## config.mk

```make
export PLATFORM = sky130hd
export DESIGN_NAME = vga_pixel_renderer
export DESIGN_NICKNAME = d
export VERILOG_FILES = /design/src/rtl/vga_pixel_renderer.sv
export SDC_FILE = /design/constraint.sdc
export NUM_CORES = 1
export LEC_CHECK = 0
export BUFFER_PORTS_ARGS = -buffer_cell sky130_fd_sc_hd__buf_2
export CORE_MARGIN = 8
export CORE_UTILIZATION = 25
export CTS_CLUSTER_SIZE = 24
export DETAILED_ROUTE_END_ITERATION = 7
export PLACE_DENSITY = 0.41
export SLEW_MARGIN = 20
export SYNTH_ARGS = -nofsm -noshare
export SYNTH_HDL_FRONTEND = slang
export SYNTH_SLANG_ARGS = --single-unit
```

## constraint.sdc

```tcl
create_clock -name clk -period 4.1 [get_ports clk]
set_input_delay 0.615 -clock clk [delete_from_list [all_inputs] [get_ports clk]]
set_output_delay 0.615 -clock clk [all_outputs]
set_load 0.02 [all_outputs]
```

## src/rtl/vga_pixel_renderer.sv

```systemverilog
// vga_pixel_renderer: turns the generator's sync and pixel coordinates into VGA
// colour and sync outputs. It draws a white play-field border, a dark-blue
// background and a green player box that buttons move once per frame. Sync is
// delayed through the same two stages as colour so the two stay aligned.
module vga_pixel_renderer #(
    parameter int H_ACTIVE = 640,
    parameter int V_ACTIVE = 480,
    parameter int BOX_SIZE = 32,
    parameter int STEP     = 4,
    parameter int BORDER   = 8
) (
    input  logic       clk,
    input  logic       reset,
    input  logic       horizontalVGA,
    input  logic       verticalVGA,
    input  logic [9:0] pixelX,
    input  logic [9:0] pixelY,
    input  logic       btnUp,
    input  logic       btnDown,
    input  logic       btnLeft,
    input  logic       btnRight,
    output logic       hsyncOut,
    output logic       vsyncOut,
    output logic [3:0] red,
    output logic [3:0] green,
    output logic [3:0] blue,
    output logic       frameTick
);

    // Geometry is handled at 11 bits so that sums such as boxX+BOX_SIZE cannot wrap.
    localparam logic [10:0] STEP_W   = 11'(STEP);
    localparam logic [10:0] BOX_W    = 11'(BOX_SIZE);
    localparam logic [10:0] BORDER_W = 11'(BORDER);
    localparam logic [10:0] H_ACT_W  = 11'(H_ACTIVE);
    localparam logic [10:0] V_ACT_W  = 11'(V_ACTIVE);
    localparam logic [10:0] X_MAX    = 11'(H_ACTIVE - BORDER - BOX_SIZE);
    localparam logic [10:0] Y_MAX    = 11'(V_ACTIVE - BORDER - BOX_SIZE);
    localparam logic [9:0]  X_INIT   = 10'(H_ACTIVE / 2 - BOX_SIZE / 2);
    localparam logic [9:0]  Y_INIT   = 10'(V_ACTIVE / 2 - BOX_SIZE / 2);

    localparam logic [11:0] COL_OFF    = 12'h000;
    localparam logic [11:0] COL_BOX    = 12'h0F0;
    localparam logic [11:0] COL_BORDER = 12'hFFF;
    localparam logic [11:0] COL_BG     = 12'h004;

    // Button synchronisers; bit order {up, down, left, right}.
    logic [3:0]  btnMeta_r;
    logic [3:0]  btnSync_r;
    logic        vsPrev_r;
    logic [9:0]  boxX_r;
    logic [9:0]  boxY_r;
    logic [9:0]  s1X_r;
    logic [9:0]  s1Y_r;
    logic        s1Hs_r;
    logic        s1Vs_r;
    logic        s1Active_r;

    logic        frameEdge_s;
    logic [9:0]  nextBoxX_s;
    logic [9:0]  nextBoxY_s;
    logic [10:0] boxXw_s;
    logic [10:0] boxYw_s;
    logic [10:0] pixXw_s;
    logic [10:0] pixYw_s;
    logic        boxHit_s;
    logic        borderHit_s;
    logic [11:0] colour_s;

    // Bring the asynchronous buttons into the clock domain through two flops.
    always_ff @(posedge clk) begin
        if (!reset) begin
            btnMeta_r <= 4'b0000;
            btnSync_r <= 4'b0000;
        end else begin
            btnMeta_r <= {btnUp, btnDown, btnLeft, btnRight};
            btnSync_r <= btnMeta_r;
        end
    end

    // Detect the vsync falling edge and work out the clamped box position for it.
    always_comb begin
        frameEdge_s = vsPrev_r & ~verticalVGA;
        boxXw_s     = {1'b0, boxX_r};
        boxYw_s     = {1'b0, boxY_r};
        nextBoxX_s  = boxX_r;
        nextBoxY_s  = boxY_r;
        if (frameEdge_s) begin
            if (btnSync_r[1] && !btnSync_r[0]) begin
                if (boxXw_s < BORDER_W + STEP_W) begin
                    nextBoxX_s = 10'(BORDER_W);
                end else begin
                    nextBoxX_s = 10'(boxXw_s - STEP_W);
                end
            end else if (btnSync_r[0] && !btnSync_r[1]) begin
                if (boxXw_s + STEP_W > X_MAX) begin
                    nextBoxX_s = 10'(X_MAX);
                end else begin
                    nextBoxX_s = 10'(boxXw_s + STEP_W);
                end
            end else begin
                nextBoxX_s = boxX_r;
            end
            if (btnSync_r[3] && !btnSync_r[2]) begin
                if (boxYw_s < BORDER_W + STEP_W) begin
                    nextBoxY_s = 10'(BORDER_W);
                end else begin
                    nextBoxY_s = 10'(boxYw_s - STEP_W);
                end
            end else if (btnSync_r[2] && !btnSync_r[3]) begin
                if (boxYw_s + STEP_W > Y_MAX) begin
                    nextBoxY_s = 10'(Y_MAX);
                end else begin
                    nextBoxY_s = 10'(boxYw_s + STEP_W);
                end
            end else begin
                nextBoxY_s = boxY_r;
            end
        end else begin
            nextBoxX_s = boxX_r;
            nextBoxY_s = boxY_r;
        end
    end

    // Frame edge tracking, frame pulse and box position registers.
    always_ff @(posedge clk) begin
        if (!reset) begin
            vsPrev_r  <= 1'b1;
            frameTick <= 1'b0;
            boxX_r    <= X_INIT;
            boxY_r    <= Y_INIT;
        end else begin
            vsPrev_r  <= verticalVGA;
            frameTick <= frameEdge_s;
            boxX_r    <= nextBoxX_s;
            boxY_r    <= nextBoxY_s;
        end
    end

    // Stage 1: capture coordinates and syncs, and flag the visible area.
    always_ff @(posedge clk) begin
        if (!reset) begin
            s1X_r      <= 10'd0;
            s1Y_r      <= 10'd0;
            s1Hs_r     <= 1'b1;
            s1Vs_r     <= 1'b1;
            s1Active_r <= 1'b0;
        end else begin
            s1X_r      <= pixelX;
            s1Y_r      <= pixelY;
            s1Hs_r     <= horizontalVGA;
            s1Vs_r     <= verticalVGA;
            s1Active_r <= ({1'b0, pixelX} < H_ACT_W) && ({1'b0, pixelY} < V_ACT_W);
        end
    end

    // Pick the colour of the stage-1 pixel: blanking, then box, then border, then background.
    always_comb begin
        pixXw_s     = {1'b0, s1X_r};
        pixYw_s     = {1'b0, s1Y_r};
        boxHit_s    = (pixXw_s >= boxXw_s) && (pixXw_s < boxXw_s + BOX_W) &&
                      (pixYw_s >= boxYw_s) && (pixYw_s < boxYw_s + BOX_W);
        borderHit_s = (pixXw_s < BORDER_W) || (pixXw_s >= H_ACT_W - BORDER_W) ||
                      (pixYw_s < BORDER_W) || (pixYw_s >= V_ACT_W - BORDER_W);
        colour_s    = COL_BG;
        if (!s1Active_r) begin
            colour_s = COL_OFF;
        end else if (boxHit_s) begin
            colour_s = COL_BOX;
        end else if (borderHit_s) begin
            colour_s = COL_BORDER;
        end else begin
            colour_s = COL_BG;
        end
    end

    // Stage 2: registered colour and syncs driving the connector.
    always_ff @(posedge clk) begin
        if (!reset) begin
            hsyncOut <= 1'b1;
            vsyncOut <= 1'b1;
            red      <= 4'h0;
            green    <= 4'h0;
            blue     <= 4'h0;
        end else begin
            hsyncOut <= s1Hs_r;
            vsyncOut <= s1Vs_r;
            red      <= colour_s[11:8];
            green    <= colour_s[7:4];
            blue     <= colour_s[3:0];
        end
    end

endmodule

```

==> impl_metrics.ini <==
[worst_setup_path]
cpMaxStageDelayCell = dfxtp_1
worstReg2RegStart = boxY_r[5]
end_kind = flop
startpoint = boxY_r[5]
startpoint_type = flop
critPathMaxStageDelay_ns = 0.74
crit_fanout = 17
arrival_ns = 3.05
path_cells = inv_1 > ha_1 > inv_1 > ha_1 > or3_1 > nor3_1 > nor3_1 > a2111oi_4 > a41o_1
regToRegSetupSlack_ns = 1.29
crit_family = flip-flops
worst_ep_required_time_ns = 4.34
reg2reg_depth = 9
crit_buf_inv = 2
critical_path_class = flop to flop
timing.rr.end = green[2]

[synth]
yosysWarnings = 0
ys_ff_latch = 49
synth.area.top_cells = dfxtp_1 (29%), ha_1 (14%), and2_1 (4.8%), o21ai_0 (4.4%), a21oi_1 (3.7%)
synth_edf_count = 0
synth_top_cell_by_area = dfxtp_1
async_flop_share = 0
syn_inst = 408
ys.flop_type = dfxtp_1
netlist.area_leader.share = 0.289
synthesis.area_mm2 = 0.00339
synthDistinctLibCells = 67
syn_avg_cell_area_um2 = 8.32
yosysSeqAreaShare = 0.289
syn_nets = 474

[global_routing]
grt.total_usage = 0.102
grt.overflow.total = 0
grt_pass1_vias = 2885
antenna_found_initial = 0
grt_pass1_wl_um = 14800
grt_max_degree = 37

[cts]
h-tree-depth = 2
cts.path.max_buffers = 2
clk_latency_ns = 0.29
numClockSinks = 49
cts_root_buf = clkbuf_16
post_cts_resized = 0
cts_tree = done
cts.reportedPaths.clkPinSlew_ns = 0.07
cts_buffers = 5
cts_setup_buffers = 0
cts-hold-fix-buffers = 0

[worst_hold_path]
min_from = s1Hs_r
hold_class = flop to flop
hold_depth = 1
hold-path-endpoint = hsyncOut

[timing]
hold-worst-slack_ns = 0.406
rsz0062_at_grt = no
fin_crit_ns = 2.81
fin_skew_ns = 0.00487
fmaxAchievable_mhz = 356
setup_tns_ns = 0
max_slew_margin = 0.544
finalCritPeriodShare = 0.686
hold_violations = 0
maxSlewViolCount = 0
setup_viol = 0
tightest_slew_ns = 0.682

[pwr]
peakVddDrop_uv = 155
p_leak_nw = 1.57
power.total_mw = 1.20
power_density_mw_per_mm2 = 313

[floorplan]
io_pins = 43
die_y_um = 133
die_w_um = 133
placeableCoreArea_mm2 = 0.0132
num_rows = 42
die_area_mm2 = 0.0176
start_util = 0.256

[placed_design]
routabilityCongestion = 0.836
hpwl_um = 6740
port_buffers = 38
postPlaceCellArea_mm2 = 0.00365

[route]
routed_wirelength_um = 8850
antenna_left = 0
vias = 2927
drt_iter0_markers = 269
drc = 0
viasPerCell = 4.86
post_drt_wl_per_cell_um = 14.7
firstDrtPassIters = 4

[cells_and_area]
final_area_mm2 = 0.00385
syn2layout_area_growth_pct = 13.3
nets = 491
most-common-layout-cells = dfxtp_1 (49), ha_1 (38), buf_2 (38)
antenna_cells = 0
drive_gt1_frac = 0.141
final_common_cell = dfxtp_1

[status]
status = completed

[flow_run]
drv_cap = 0
==> synth_stat cells (10+ instances only) <==
master and count:
clkbuf_1 12, nand2b_1 10, buf_4 10, nor2_1 24, and2_1 26, nand2_1 25
nand3_1 13, inv_1 24, ha_1 38, dfxtp_1 49, xnor2_1 11, o21ai_0 30
a21oi_1 25
==> layout make-up <==
class | count | area [um^2]
clock inverters | 3 | 68.8
multi-input cells | 301 | 2140
flip-flops and latches | 49 | 981
inverters | 29 | 109
repair buffers | 39 | 198
fillers | 1438 | 9400
well taps | 176 | 220
clock buffers | 5 | 125
==> metal layers <==
layer	track usage	wire length [um]	vias up
met1	0.137	4410	1361
li1	-	-	1500
met5	0	0	-
met3	0.0254	397	8
met2	0.160	3950	58
met4	0.0271	89	0
==> sequential cells by signal (all words and copies together) (netlist names), 4 cells and up <==
signal     flops
s1Y_r          8
btnSync_r      4
boxX_r         8
s1X_r          8
btnMeta_r      4
boxY_r         8
==> kinds of logic after synthesis <==
logic type | after synthesis | synth area share
simple gates | 134 | 0.219
compound gates | 114 | 0.233
fa+ha+maj | 38 | 0.140
buf+inv | 58 | 0.0792
mux | 3 | 0.00885
xor+xnor | 12 | 0.0310
flops | 49 | 0.289
==> per-stage QoR <==
stage                      util  cells  worst slack, ns
after floorplan               -    408             1.77
after global placement    0.276    594             1.34
after detailed placement  0.276    594             1.32
after CTS                 0.290    602             1.31
after global routing      0.290    602             1.10
final                     0.290    602             1.29
==> where the power goes <==
part | internal, mW | leakage [nW] | switching (mW) | total [mW]
registers | 0.496 | 0.404 | 0.0244 | 0.521
clock network | 0.352 | 0.0944 | 0.187 | 0.539
logic | 0.0641 | 1.07 | 0.0810 | 0.145
==> how the worst max path moves through the flow <==
stage / to / depth (start not counted)
2_1_floorplan: green[2] / 10
3_3_place_gp: green[2] / 9
3_5_place_dp: green[2] / 9
4_1_cts: green[2] / 9
5_1_grt: green[2] / 9
6_report: green[2] / 9
No activity file was read; power rests on OpenSTA's default activity.
